### config.mk
export PLATFORM = sky130hd
export DESIGN_NAME = anim_sequencer
export DESIGN_NICKNAME = d
export VERILOG_FILES = /design/src/rtl/anim_sequencer.sv
export SDC_FILE = /design/constraint.sdc
export NUM_CORES = 1
export LEC_CHECK = 0
export ABC_AREA = 1
export BUFFER_PORTS_ARGS = -buffer_cell sky130_fd_sc_hd__buf_4
export CAP_MARGIN = 40
export CORE_MARGIN = 5
export CORE_UTILIZATION = 50
export DETAILED_ROUTE_END_ITERATION = 8
export GPL_TIMING_DRIVEN = 0
export HOLD_SLACK_MARGIN = 0.05
export PLACE_DENSITY = 0.73
export SYNTH_ARGS = -nofsm -noshare
export SYNTH_HDL_FRONTEND = slang
export SYNTH_SLANG_ARGS = --single-unit
export TNS_END_PERCENT = 30
### constraint.sdc
create_clock -name clk -period 1.6 [get_ports clk]
set_input_delay 0.08 -clock clk [delete_from_list [all_inputs] [get_ports clk]]
set_output_delay 0.08 -clock clk [all_outputs]
set_load 0.03 [all_outputs]
### src/rtl/anim_sequencer.sv
// anim_sequencer
// Sequences LCD animation playback for the pet display. The scan address
// that the SPI LCD driver walks through is watched to find frame boundaries
// (last pixel of a frame followed by pixel (0,0)). The animation select and
// frame index only change on those boundaries, so a frame is never torn.
// A rising edge on go_i queues a one-shot animation. It starts at the next
// boundary when idle, or after the current one-shot finishes. Playback then
// falls back to the looping idle animation (anim_sel_o = 0).
//
// Handshake: there is no valid/ready pair. go_i is a level input, and only
// its rising edge is a request. Requests are never refused: the latest
// request overwrites any request that is still pending.
//
// Ports
//   clk           in   1  system clock
//   rst           in   1  synchronous active-high reset
//   go_i          in   1  play request (rising edge detected internally)
//   mode_req_i    in   2  animation to play on go (1..3, 0 treated as 1)
//   pix_x_i       in   8  current driver column address
//   pix_y_i       in   8  current driver row address
//   anim_sel_o    out  2  active animation (0 = idle loop)
//   frame_idx_o   out  2  active frame within anim_sel_o
//   frame_tick_o  out  1  one-cycle pulse at each frame boundary
//   busy_o        out  1  one-shot pending or playing
//   state_o       out  1  debug view of the FSM state (0 = LOOP, 1 = PLAY)
module anim_sequencer #(
    parameter int LCD_W       = 132,
    parameter int LCD_H       = 162,
    parameter int NUM_FRAMES  = 4,
    parameter int HOLD_FRAMES = 6
) (
    input  logic       clk,
    input  logic       rst,
    input  logic       go_i,
    input  logic [1:0] mode_req_i,
    input  logic [7:0] pix_x_i,
    input  logic [7:0] pix_y_i,
    output logic [1:0] anim_sel_o,
    output logic [1:0] frame_idx_o,
    output logic       frame_tick_o,
    output logic       busy_o,
    output logic       state_o
);

    localparam int HW = (HOLD_FRAMES > 1) ? $clog2(HOLD_FRAMES) : 1;

    localparam logic [7:0]    X_LAST     = 8'(LCD_W - 1);
    localparam logic [7:0]    Y_LAST     = 8'(LCD_H - 1);
    localparam logic [HW-1:0] HOLD_LAST  = HW'(HOLD_FRAMES - 1);
    localparam logic [1:0]    FRAME_LAST = 2'(NUM_FRAMES - 1);

    typedef enum logic {
        ST_LOOP = 1'b0,
        ST_PLAY = 1'b1
    } state_t;

    state_t        state_q, state_d;
    logic [7:0]    pix_x_q, pix_y_q;
    logic          go_q;
    logic          pend_valid_q, pend_valid_d;
    logic [1:0]    pend_anim_q, pend_anim_d;
    logic [HW-1:0] hold_cnt_q, hold_cnt_d;
    logic [1:0]    anim_sel_q, anim_sel_d;
    logic [1:0]    frame_idx_q, frame_idx_d;
    logic          frame_tick_q, frame_tick_d;
    logic          busy_q, busy_d;

    logic          boundary;
    logic          go_rise;
    logic [1:0]    req_anim;
    logic          hold_wrap;
    logic          frame_last;
    logic [1:0]    frame_next;

    // A boundary needs the previous address to be the last pixel and the
    // current one to be the origin. If the scan stalls on either address,
    // this is true for only one cycle.
    assign boundary   = (pix_x_q == X_LAST) && (pix_y_q == Y_LAST) &&
                        (pix_x_i == 8'd0)   && (pix_y_i == 8'd0);
    assign go_rise    = go_i && !go_q;
    assign req_anim   = (mode_req_i == 2'd0) ? 2'd1 : mode_req_i;
    assign hold_wrap  = (hold_cnt_q == HOLD_LAST);
    assign frame_last = (frame_idx_q == FRAME_LAST);
    assign frame_next = frame_last ? 2'd0 : frame_idx_q + 2'd1;

    always_comb begin
        state_d      = state_q;
        pend_valid_d = pend_valid_q;
        pend_anim_d  = pend_anim_q;
        hold_cnt_d   = hold_cnt_q;
        anim_sel_d   = anim_sel_q;
        frame_idx_d  = frame_idx_q;
        frame_tick_d = boundary;

        if (boundary) begin
            hold_cnt_d = hold_wrap ? '0 : hold_cnt_q + 1'b1;
            case (state_q)
                ST_LOOP: begin
                    // A pending start wins over an idle frame advance.
                    if (pend_valid_q) begin
                        state_d      = ST_PLAY;
                        anim_sel_d   = pend_anim_q;
                        frame_idx_d  = 2'd0;
                        hold_cnt_d   = '0;
                        pend_valid_d = 1'b0;
                    end else if (hold_wrap) begin
                        frame_idx_d = frame_next;
                    end
                end
                ST_PLAY: begin
                    if (hold_wrap) begin
                        if (!frame_last) begin
                            frame_idx_d = frame_next;
                        end else if (pend_valid_q) begin
                            // Chain straight into the queued one-shot, with
                            // no idle frame in between.
                            anim_sel_d   = pend_anim_q;
                            frame_idx_d  = 2'd0;
                            pend_valid_d = 1'b0;
                        end else begin
                            state_d     = ST_LOOP;
                            anim_sel_d  = 2'd0;
                            frame_idx_d = 2'd0;
                        end
                    end
                end
                default: state_d = ST_LOOP;
            endcase
        end

        // This is applied after consumption. A request that arrives on a
        // boundary cycle therefore stays pending until the next boundary.
        if (go_rise) begin
            pend_valid_d = 1'b1;
            pend_anim_d  = req_anim;
        end

        busy_d = pend_valid_d || (state_d == ST_PLAY);
    end

    always_ff @(posedge clk) begin
        if (rst) begin
            state_q      <= ST_LOOP;
            pix_x_q      <= 8'd0;
            pix_y_q      <= 8'd0;
            go_q         <= 1'b0;
            pend_valid_q <= 1'b0;
            pend_anim_q  <= 2'd0;
            hold_cnt_q   <= '0;
            anim_sel_q   <= 2'd0;
            frame_idx_q  <= 2'd0;
            frame_tick_q <= 1'b0;
            busy_q       <= 1'b0;
        end else begin
            state_q      <= state_d;
            pix_x_q      <= pix_x_i;
            pix_y_q      <= pix_y_i;
            go_q         <= go_i;
            pend_valid_q <= pend_valid_d;
            pend_anim_q  <= pend_anim_d;
            hold_cnt_q   <= hold_cnt_d;
            anim_sel_q   <= anim_sel_d;
            frame_idx_q  <= frame_idx_d;
            frame_tick_q <= frame_tick_d;
            busy_q       <= busy_d;
        end
    end

    assign anim_sel_o   = anim_sel_q;
    assign frame_idx_o  = frame_idx_q;
    assign frame_tick_o = frame_tick_q;
    assign busy_o       = busy_q;
    assign state_o      = state_q;

endmodule
* Yosys cells after proc, flatten, opt, wreduce, memory -nomap -nowiden
Index checks and enable logic that the tools add are counted.
Word-level totals: register bits 30, latch bits 0, memory bits (writable) 0, memory bits (read-only) 0, output and inout bits 7, word-level logic and storage cells 58, memories kept 0
Operators by class: add/subtract/negate cells 2, $mul 0, divide/modulo/power cells 0, order comparisons 0, eq/ne operators 8, shift-type cells 0, muxes and demuxes 25, bitwise logic cells 1, reductions and logical operators 11
Operators by type and width (number):
- $mux W2 | 10
- $eq A8 B8 Y1 const B | 2
- $logic_not A8 Y1 | 2
- $mux W3 | 3
- $mux W1 | 8
- $pmux W2 S2 | 2
- $logic_and A1 B1 Y1 | 4
- $ne A2 B1 Y1 const B | 2
- $pmux W1 S2 | 2
- $reduce_and A4 Y1 | 1
- $add A3 B1 Y3 const B | 1
- $eq A3 B3 Y1 const B | 1
- $ne A3 B3 Y1 const B | 1
- $reduce_and A3 Y1 | 1
- $add A2 B1 Y2 const B | 1
- $eq A2 B2 Y1 const B | 1
- $logic_not A2 Y1 | 1
- $ne A2 B2 Y1 const B | 1
- $logic_not A1 Y1 | 1
- $logic_or A1 B1 Y1 | 1
- $not A1 Y1 | 1

* Logic depth before layout (Yosys ltp)
Gate-level depths: netlist of the first run.
depth after elaboration 7, depth in mapped cells 11

* Worst setup path after synthesis of the first run
OpenSTA, ideal clock, no wires.
kind reg2reg, start register frame_idx_q[1] (netlist: frame_idx_o[1]), end register anim_sel_q[0] (netlist: anim_sel_o[0]), arrival 1.163 ns, required time 1.485 ns, slack 0.321 ns, cell stages (with the launch flop) 7, buffers on the path 0, clock period less this slack 1.279 ns, cell sequence dfxtp_1 -> ha_1 -> a21oi_1 -> a21oi_2 -> nand3_1 -> nand2_1 -> nor2_1
On the way: longest elaborated chain between the ends 3
RTL lines:
- from (decl) | line 64 | logic [1:0] frame_idx_q, frame_idx_d;
- from (signal assigned) | line 163 | frame_idx_q <= frame_idx_d;
- $eq A2 B2 Y1 | line 83 | assign frame_last = (frame_idx_q == FRAME_LAST);
- $ne A2 B1 Y1 (no line)
- $reduce_and A4 Y1 (no line)
- to (signal assigned) | line 162 | anim_sel_q <= anim_sel_d;
- to (decl) | line 63 | logic [1:0] anim_sel_q, anim_sel_d;
No other way between the ends. A chain may end at the register's enable or synchronous reset.

* Final worst setup path of the first run
start input port pix_x_i[7], end register frame_idx_q[0] (netlist: frame_idx_o[0])
On the way: longest elaborated chain between the ends 4
RTL lines:
- from (decl) | line 36 | input logic [7:0] pix_x_i,
- $logic_not A8 Y1 | line 79 | (pix_x_i == 8'd0) && (pix_y_i == 8'd0);
- $logic_and A1 B1 Y1 | line 78 | assign boundary = (pix_x_q == X_LAST) && (pix_y_q == Y_LAST) &&
- $logic_and A1 B1 Y1 | line 79
- $reduce_and A3 Y1 (no line)
No other way between the ends.

==> impl_metrics.toml, run 1 <==
[critical_path]
reg2reg_to = "anim_sel_o[1]$_SDFFE_PP0P_"
rrSetupSlack_ns = 0.33
worstPathRequired_ns = 1.84
crit_path_end_kind = "flip-flop"
cp.arrival_ns = 1.62
start_kind = "input pin"
worstSetupPathType = "in2reg"
crit-reg2reg-launch = "pend_valid_q$_SDFF_PP0_"
crit_path_max_fanout = 4
reg2regPathDepth = 7

[synth]
syn_inst = 215
synth_area_um2 = 1420
yosys_warnings = 0
seq_area_frac_synth = 0.423
ys_ff_latch = 30
syn_nets = 237
ys_types = 21
synth_area_per_cell_um2 = 6.60

[cells_and_area]
layout-drive-gt1-share = 0.216
fill_cells = 225
layout_common_cells = "nor2_1 (46), inv_1 (39), nand2_1 (38), dfxtp_1 (30), buf_4 (27)"
post-route-util = 0.707
diodes = 0
syn_to_final_growth_pct = 36.2
nets = 290
layout_commonest_cell = "nor2_1"
fin_cells = 300

[clock_network]
cts_buffer_depth = 2
h-tree-depth = 2
cts.sinks = 30
cts_setup_buffers = 0
cts_root_buf = "clkbuf_4"
cts_tree = "yes"
cts_buffers = 5
clkTransAtPathRegs_ns = 0.09
clk_latency_ns = 0.33

[sta]
period_minus_slack_ns = 1.38
layout_setup_ws_ns = 0.215
finalClockSkew_ns = 0.00554
fin_setup_tns_ns = 0
rsz0062_at_grt = "no"
slew_violations = 0
post-route-period-util = 0.865
max_freq_mhz = 722
setup_viol = 0
hold_viol = 0
tightestPinTransition_ns = 0.490
maxSlewHeadroom = 0.674

[global_routing]
grt_pass1_vias = 1327
antenna_found_initial = 0
track_usage = 0.168
grt_start_max_net_pins = 11
grt_pass1_wl_um = 5440
grt_overflow = 0

[die]
die_h_um = 63.3
die_x_um = 63.3
start_util = 0.519
dieArea_um2 = 4000
io_pins = 28
rows = 19
coreArea_um2 = 2730

[power_and_ir_drop]
ir_drop_v = 0.000617
power_density_nw_per_um2 = 798
p_leak_nw = 0.913

[detailed_routing]
routed_wl_um = 3120
via_count = 1384
postRouteAntennaNets = 0
drc = 0
drtPass1Iterations = 4
via_per_inst = 4.61
wl_per_cell_um = 10.4
drt_iter0_drc = 30

[min_path]
hold_class = "in2reg"
hold_start = "mode_req_i[1]"
holdPathStages = 5
min_to = "pend_anim_q[1]$_SDFFE_PP0P_"

[outcome]
status = "complete, no violations"

[placed_design]
io_buffers = 27
dp_hpwl_um = 2170
gp_congestion = 0.790
pre_cts_ws_ns = 0.357
dp_cells = 273

[job]
drv_cap = 0
[worst max-delay path, stage by stage]
cell and delay, ns:
dlygate4sd3_1 0.54, buf_4 0.14, nor2_1 0.11, nand2_1 0.11, nor2_2 0.15, nand2_2 0.08, nor2_4 0.15, nand2_2 0.07
a21oi_1 0.12, nor2_1 0.06
[power by group]
group / internal [mW] / switching [mW]
sequential: 0.776 / 0.0151
clock: 0.300 / 0.262
combinational: 0.0961 / 0.0919
[cells by family (layout without fill, tap and decap cells)]
family                   Yosys count  in the layout  synth area share
AND/OR/NAND/NOR                  119            119             0.371
buffers and inverters             47            101             0.124
flip-flops                        30             30             0.423
AO/OA/AOI/OAI                     17             17            0.0661
adder cells (fa/ha/maj)            1              1           0.00882
XOR/XNOR                           1              1           0.00617
[flip-flops by register name, indices dropped and copies added, names as in the netlist]
signal	flops
frame_idx_o	2
pix_y_q	8
anim_sel_o	2
busy_o	1
hold_cnt_q	3
frame_tick_o	1
pend_anim_q	2
go_q	1
pend_valid_q	1
state_o	1
pix_x_q	8
[cell type report]
cell class | count | area (µm²) | share of cell area
multi-input cells | 138 | 644 | 0.334
flip-flops and latches | 30 | 601 | 0.311
repair buffers | 46 | 393 | 0.203
inverters | 45 | 169 | 0.0874
clock buffers | 8 | 78.8 | 0.0408
well taps | 31 | 38.8 | 0.0201
plain buffers | 2 | 7.51 | 0.00389
[routing by layer]
layer / global-route usage / share of wire / routed length, µm / vias to the layer above
met1: 0.197 / 0.45 / 1410 / 600
met3: 0.0355 / 0.043 / 135 / 7
li1: - / - / - / 749
met4: 0.0701 / 0.015 / 48 / 0
met2: 0.292 / 0.49 / 1520 / 28
met5: 0 / 0 / 0 / -
[cell usage after synthesis, drive strengths merged]
master	number	area, µm²
nor2	55	236
ha	1	12.5
clkbuf	2	7.51
nand3	16	85.1
a21oi	10	53.8
dfxtp	30	601
a211oi	1	7.51
inv	45	169
o21ai	5	25.0
or2	1	6.26
nand4	4	25.0
o21a	1	7.51
nand2	43	174
xor2	1	8.76
[worst max path at each step]
stage,from,to,slack (ns),cells after the start
5_1_grt,pix_x_i[0],anim_sel_o[1]$_SDFFE_PP0P_,0.03,10
3_3_place_gp,pend_valid_q$_SDFF_PP0_,anim_sel_o[0]$_SDFFE_PP0P_,0.36,7
4_1_cts,pix_x_i[1],anim_sel_o[1]$_SDFFE_PP0P_,0.22,10
2_1_floorplan,frame_idx_o[1]$_SDFFE_PP0P_,anim_sel_o[0]$_SDFFE_PP0P_,0.32,6
6_report,pix_x_i[7],frame_idx_o[0]$_SDFFE_PP0P_,0.22,10
3_5_place_dp,pix_y_q[7]$_SDFF_PP0_,frame_idx_o[0]$_SDFFE_PP0P_,0.36,9
[timing repair]
action,in CTS,in global routing
hold buffers,19,0
resized for setup,0,1
endpoints found under the hold margin,19,0
endpoints found under the setup margin,0,1
[per-stage QoR]
step | hold WS [ns] | total power, mW | instance area [µm²]
global placement | 0.290 | 0.954 | 1660
global route | 0.108 | 1.61 | 1930
finish | 0.0893 | 1.54 | 1930
floorplan | 0.149 | 0.891 | 1420
CTS | 0.0953 | 1.54 | 1930
detailed placement | 0.297 | 0.957 | 1660
Note: power is estimated with default switching activity, not from simulation.
==> run 2, diff against run 1 <==
--- a/config.mk
+++ b/config.mk
@@ -8,6 +8,7 @@
 export ABC_AREA = 1
 export BUFFER_PORTS_ARGS = -buffer_cell sky130_fd_sc_hd__buf_4
 export CAP_MARGIN = 40
+export CORE_ASPECT_RATIO = 1.75
 export CORE_MARGIN = 5
 export CORE_UTILIZATION = 50
 export DETAILED_ROUTE_END_ITERATION = 8
==> run 2 against run 1 <==
Critical path depth stayed put; sequential power hardly changed; combinational power hardly changed; largest power group unchanged; global-route usage is 0.54 points higher; non-clock buffer count is 1 lower; power is 3.0% higher; clock-buffer cell count is 1 lower; clock skew is 0.0011 ns higher; setup slack worse by 0.072 ns; wire length is 1.8% higher; highest routed layer unchanged.
==> impl_metrics.toml, run 2 (synthesis gave the netlist of run 1 again) <==
[placed_design]
io_buffers = 27
pre_cts_ws_ns = 0.349
place_area_um2 = 1660
gp_congestion = 0.793
dp_hpwl_um = 2210

[critical_path]
crit_path_max_fanout = 3
start_kind = "input pin"
worstPathRequired_ns = 1.77
worst_path_max_delay_cell = "dlygate4sd3_1"
crit_chain = "dlygate4sd3_1, buf_4, nor2_1, nand2_1, inv_1, nand2_1, nor2_2, nand2_1, xor2_1, nor2_1"
critPathBufInv = 3
max_stage_delay_ns = 0.53
cp_top_family = "buffers and inverters"
path_common_cell = "nand2_1"
worstSetupPathType = "in2reg"
cp.arrival_ns = 1.63
crit_path_end_kind = "flip-flop"

[cells_and_area]
nets = 289
post-route-util = 0.709
regArea_um2 = 601
diodes = 0
fill_cells = 242
layout_common_cells = "nor2_1 (46), inv_1 (39), nand2_1 (38), dfxtp_1 (30), buf_4 (27)"
layout-drive-gt1-share = 0.213
fin_area_um2 = 1930
syn_to_final_growth_pct = 36.0
layout_commonest_cell = "nor2_1"
reg_top3 = "pix_x_q: 8 flops, pix_y_q: 8 flops, hold_cnt_q: 3 flops"
multi_input_area_um2 = 644

[sta]
maxSlewHeadroom = 0.691
hold_viol = 0
tightestPinTransition_ns = 0.464
setup_viol = 0
period_minus_slack_ns = 1.46
fin_setup_tns_ns = 0
slew_violations = 0
post-route-period-util = 0.911
finalClockSkew_ns = 0.00663
max_freq_mhz = 686
layout_setup_ws_ns = 0.143
rsz0062_at_grt = "no"

[detailed_routing]
wl_per_cell_um = 10.8
drtPass1Iterations = 4
drc = 0
drt_iter0_drc = 18
routed_wl_um = 3170
via_count = 1392
via_per_inst = 4.72
postRouteAntennaNets = 0

[die]
start_util = 0.521
dieArea_um2 = 4050
die_x_um = 50.3
io_pins = 28
rows = 25
die_h_um = 80.5
coreArea_um2 = 2720

[clock_network]
h-tree-depth = 2
cts_root_buf = "clkbuf_8"
cts.sinks = 30
cts_tree = "yes"
cts_setup_buffers = 0
clkTransAtPathRegs_ns = 0.06
cts_buffer_depth = 2
clk_latency_ns = 0.28
cts_buffers = 5

[outcome]
status = "complete, no violations"

[global_routing]
grt_pass1_vias = 1287
antenna_found_initial = 0
grt_overflow = 0
grt_start_max_net_pins = 11
track_usage = 0.173
grt_pass1_wl_um = 5280

[power_and_ir_drop]
power_density_nw_per_um2 = 823
ir_drop_v = 0.000750
p_leak_nw = 0.913

[job]
drv_cap = 0

[min_path]
hold_class = "in2reg"
## run 2: cell count changes in the layout (fill, tap and decap cells not counted), sizes merged
cell / before / now
clkbuf: 10 / 9
clkinv: 0 / 1
dlygate4sd3: 19 / 18
## run 2: area by class of cell
class,instances,share of cell area
Inverter,45,0.0875
Timing Repair Buffer,45,0.198
Clock inverter,1,0.00259
Multi-Input combinational cell,138,0.334
Buffer,2,0.00389
Clock buffer,7,0.0447
Tap cell,27,0.0175
Sequential cell,30,0.311
## run 2: worst paths after layout
kind,start,end,slack (ns),cells after the start
min reg2reg,pend_anim_q[0]$_SDFFE_PP0P_,pend_anim_q[0]$_SDFFE_PP0P_,0.46,2
max,pix_x_i[5],hold_cnt_q[0]$_SDFFE_PP0N_,0.14,10
max reg2reg,pix_x_q[4]$_SDFF_PP0_,hold_cnt_q[0]$_SDFFE_PP0N_,0.34,8
min,mode_req_i[0],pend_anim_q[0]$_SDFFE_PP0P_,0.1,3
## run 2: repair_timing
action / CTS / global route
hold endpoints to repair: 19 / 0
resized for setup: 0 / 1
hold buffers: 18 / 0
endpoints found under the setup margin: 0 / 2
## run 2: routing by layer
| layer | vias to the layer above | share of wire | global-route usage | routed length [µm] |
|---|---|---|---|---|
| li1 | 748 | - | - | - |
| met1 | 611 | 0.36 | 0.155 | 1160 |
| met2 | 29 | 0.58 | 0.334 | 1840 |
| met3 | 4 | 0.041 | 0.0427 | 131 |
| met4 | 0 | 0.014 | 0.0945 | 45 |
| met5 | - | 0 | 0 | 0 |
## run 2: worst register-to-register path, stage by stage (launching register included)
cell,delay [ns]
dfxtp_1,0.31
inv_1,0.07
nand2_1,0.05
nor2_1,0.09
nand2_1,0.11
nor2_2,0.20
nand2_1,0.14
xor2_1,0.15
nor2_1,0.05
## run 2: power by group
part	switching (mW)	leakage [nW]	total [mW]	internal (mW)
logic	0.0904	0.617	0.185	0.0945
clock network	0.264	0.0482	0.609	0.346
registers	0.0156	0.247	0.793	0.778
## run 2: metrics by stage
| step | std cells | hold slack (ns) | power, mW |
|---|---|---|---|
| after global routing | 295 | 0.111 | 1.67 |
| after global placement | 269 | 0.291 | 0.954 |
| after CTS | 295 | 0.0850 | 1.61 |
| after detailed placement | 269 | 0.294 | 0.957 |
| final | 295 | 0.0952 | 1.59 |
| after floorplan | 215 | 0.149 | 0.891 |
==> run 3, diff against run 2 <==
--- a/config.mk
+++ b/config.mk
@@ -5,7 +5,6 @@
 export SDC_FILE = /design/constraint.sdc
 export NUM_CORES = 1
 export LEC_CHECK = 0
-export ABC_AREA = 1
 export BUFFER_PORTS_ARGS = -buffer_cell sky130_fd_sc_hd__buf_4
 export CAP_MARGIN = 40
 export CORE_ASPECT_RATIO = 1.75
@@ -14,7 +13,7 @@
 export DETAILED_ROUTE_END_ITERATION = 8
 export GPL_TIMING_DRIVEN = 0
 export HOLD_SLACK_MARGIN = 0.05
-export PLACE_DENSITY = 0.73
+export PLACE_DENSITY = 0.74
 export SYNTH_ARGS = -nofsm -noshare
 export SYNTH_HDL_FRONTEND = slang
 export SYNTH_SLANG_ARGS = --single-unit
==> run 3 against run 2 <==
The run now ends with setup timing left; clock-buffer cell count is the same; worst hold slack lost 0.037 ns; die area shrank 9.1%; design area shrank 5.5%; critical path depth shrank 6; power is the same; critical endpoint is now frame_idx_o[1]$_SDFFE_PP0P_; largest power group unchanged.
==> impl_metrics.toml, run 3 <==
[outcome]
status = "complete, but fails checks"
violations = "setup timing"

[min_path]
hold_start = "pix_x_i[7]"
hold_class = "in2reg"
min_to = "pix_x_q[7]$_SDFF_PP0_"
holdPathStages = 2

[clock_network]
cts_tree = "yes"
clkTransAtPathRegs_ns = 0.06
h-tree-depth = 2
cts_root_buf = "clkbuf_8"
cts_buffers = 5
cts_buffer_depth = 2
cts.sinks = 30
clk_latency_ns = 0.28

[critical_path]
crit_path_end_kind = "flip-flop"
worstSetupPathType = "reg2reg"
crit-reg2reg-launch = "frame_idx_o[0]$_SDFFE_PP0P_"
rrSetupSlack_ns = -0.05
crit_path_max_fanout = 4
worstPathRequired_ns = 1.81
reg2reg_to = "frame_idx_o[1]$_SDFFE_PP0P_"
reg2regPathDepth = 4
start_kind = "flip-flop"
cp.arrival_ns = 1.86

[global_routing]
grt_pass1_vias = 1215
grt_pass1_wl_um = 5410
antenna_found_initial = 0
grt_overflow = 0
grt_start_max_net_pins = 11
track_usage = 0.207

[detailed_routing]
via_count = 1143
postRouteAntennaNets = 0
via_per_inst = 5.63
drt_iter0_drc = 18
wl_per_cell_um = 16.1
routed_wl_um = 3270
drc = 0
drtPass1Iterations = 4

[sta]
finalClockSkew_ns = 0.00308
fin_setup_tns_ns = -0.0768
post-route-period-util = 1.03
tightestPinTransition_ns = 0.485
max_freq_mhz = 606
holdWs_ns = 0.0580
period_minus_slack_ns = 1.65
rsz0062_at_grt = "yes"
slew_violations = 0
maxSlewHeadroom = 0.677
setup_viol = 2
hold_viol = 0
layout_setup_ws_ns = -0.0491

[synth]
synth_top_area_frac = 0.475
synth_area_um2 = 1260
synthArstFlopShare = 0
syn_nets = 146
synth_edf_count = 0
synth_top_flop_cell = "dfxtp_1"
seq_area_frac_synth = 0.475
ys_types = 39
syn_inst = 124
synthTopCellsByCount = "dfxtp_1 (30), nor2b_1 (22), nor2_1 (7)"
ys_ff_latch = 30
synth_area_leader_cell = "dfxtp_1"
synth_area_per_cell_um2 = 10.2
yosys_warnings = 0
synth_most_common_cell = "dfxtp_1"
ys_top_cells_by_area = "dfxtp_1 (47%), nor2b_1 (11%), nand4_1 (2.5%)"

[power_and_ir_drop]
power_density_nw_per_um2 = 871
p_leak_nw = 0.728
ir_drop_v = 0.000690
power_mw = 1.59

[placed_design]
pre_cts_ws_ns = -0.148
place_area_um2 = 1500
dp_hpwl_um = 2250
io_buffers = 27
dp_cells = 177
gp_congestion = 0.925

[cells_and_area]
layout_common_cells = "buf_4 (28), dfxtp_1 (26), nor2b_1 (22), dlygate4sd3_1 (17), nor2_1 (7)"
regArea_um2 = 606
diodes = 0
fin_cells = 203
fill_cells = 167
layout_commonest_cell = "buf_4"
multi_input_area_um2 = 683
syn_to_final_growth_pct = 44.1
layout-drive-gt1-share = 0.316
reg_top3 = "pix_x_q: 8 flops, pix_y_q: 8 flops, hold_cnt_q: 3 flops"
nets = 198
post-route-util = 0.740
fin_area_um2 = 1820

[job]
drv_cap = 0

[die]
die_h_um = 76.5
start_util = 0.514
io_pins = 28
dieArea_um2 = 3680
rows = 24
die_x_um = 48.0
coreArea_um2 = 2460
-- run 3: cell count changes in the layout (fill, tap and decap cells not counted), moves of 4 or more --
cell	before	now
nor2_1	46	7
nor2b_1	0	22
dfxtp_1	30	26
dfxtp_2	0	4
inv_2	6	0
nor2_2	7	0
nand2_2	5	0
nand2_1	38	5
nand3_1	15	0
a21oi_1	9	4
inv_1	39	5
-- run 3: cells by family (layout without fill, tap and decap cells) --
kind of cell    after synthesis  in the layout  synth area share
simple gates                 66             66             0.374
compound gates               15             15            0.0851
mux                           4              4            0.0326
fa+ha+maj                     1              1           0.00989
flops                        30             30             0.475
buf+inv                       8             61            0.0237
-- run 3: repair_timing --
item	in CTS	in global routing
pin swaps	2	1
gates resized for setup	2	7
setup buffers	1	0
hold endpoints to repair	18	0
endpoints found under the setup margin	4	7
hold buffers	17	0
-- run 3: how the worst max path moves through the flow --
stage          cells after the start  slack (ns)                          end                        start
3_3_place_gp                       4       -0.09   hold_cnt_q[2]$_SDFFE_PP0N_        pix_y_q[2]$_SDFF_PP0_
5_1_grt                            4        -0.1   hold_cnt_q[2]$_SDFFE_PP0N_        pix_y_q[6]$_SDFF_PP0_
4_1_cts                            4       -0.04  frame_idx_o[1]$_SDFFE_PP0P_  frame_idx_o[0]$_SDFFE_PP0P_
3_5_place_dp                       4       -0.15   hold_cnt_q[2]$_SDFFE_PP0N_        pix_y_q[2]$_SDFF_PP0_
2_1_floorplan                      4       -0.02  frame_idx_o[1]$_SDFFE_PP0P_  frame_idx_o[0]$_SDFFE_PP0P_
6_report                           4       -0.05  frame_idx_o[1]$_SDFFE_PP0P_  frame_idx_o[0]$_SDFFE_PP0P_
-- run 3: where the power goes --
part           internal, mW  leakage [nW]  switching, mW  total, mW
Clock                 0.346        0.0482          0.271      0.617
Sequential            0.778         0.249         0.0216      0.800
Combinational         0.100         0.431         0.0703      0.170
Total                  1.22         0.728          0.363       1.59
-- run 3: area by class of cell --
class | instances | area share
Buffer | 3 | 0.00618
Clock buffer | 7 | 0.0474
Clock inverter | 1 | 0.00275
Inverter | 5 | 0.0103
Multi-Input combinational cell | 86 | 0.375
Sequential cell | 30 | 0.332
Tap cell | 26 | 0.0178
Timing Repair Buffer | 45 | 0.209
-- run 3: worst max-delay path: stages, from the launching register on --
cell and delay [ns]:
dfxtp_2 0.33, ha_1 0.26, or4b_1 0.44, or4_4 0.43, o2bb2ai_2 0.12
-- run 3: per-layer routing --
layer / global-route usage / routed length, µm / vias up
li1: - / - / 564
met1: 0.192 / 1100 / 539
met2: 0.373 / 1900 / 34
met3: 0.0662 / 196 / 6
met4: 0.0889 / 69 / 0
met5: 0 / 0 / -
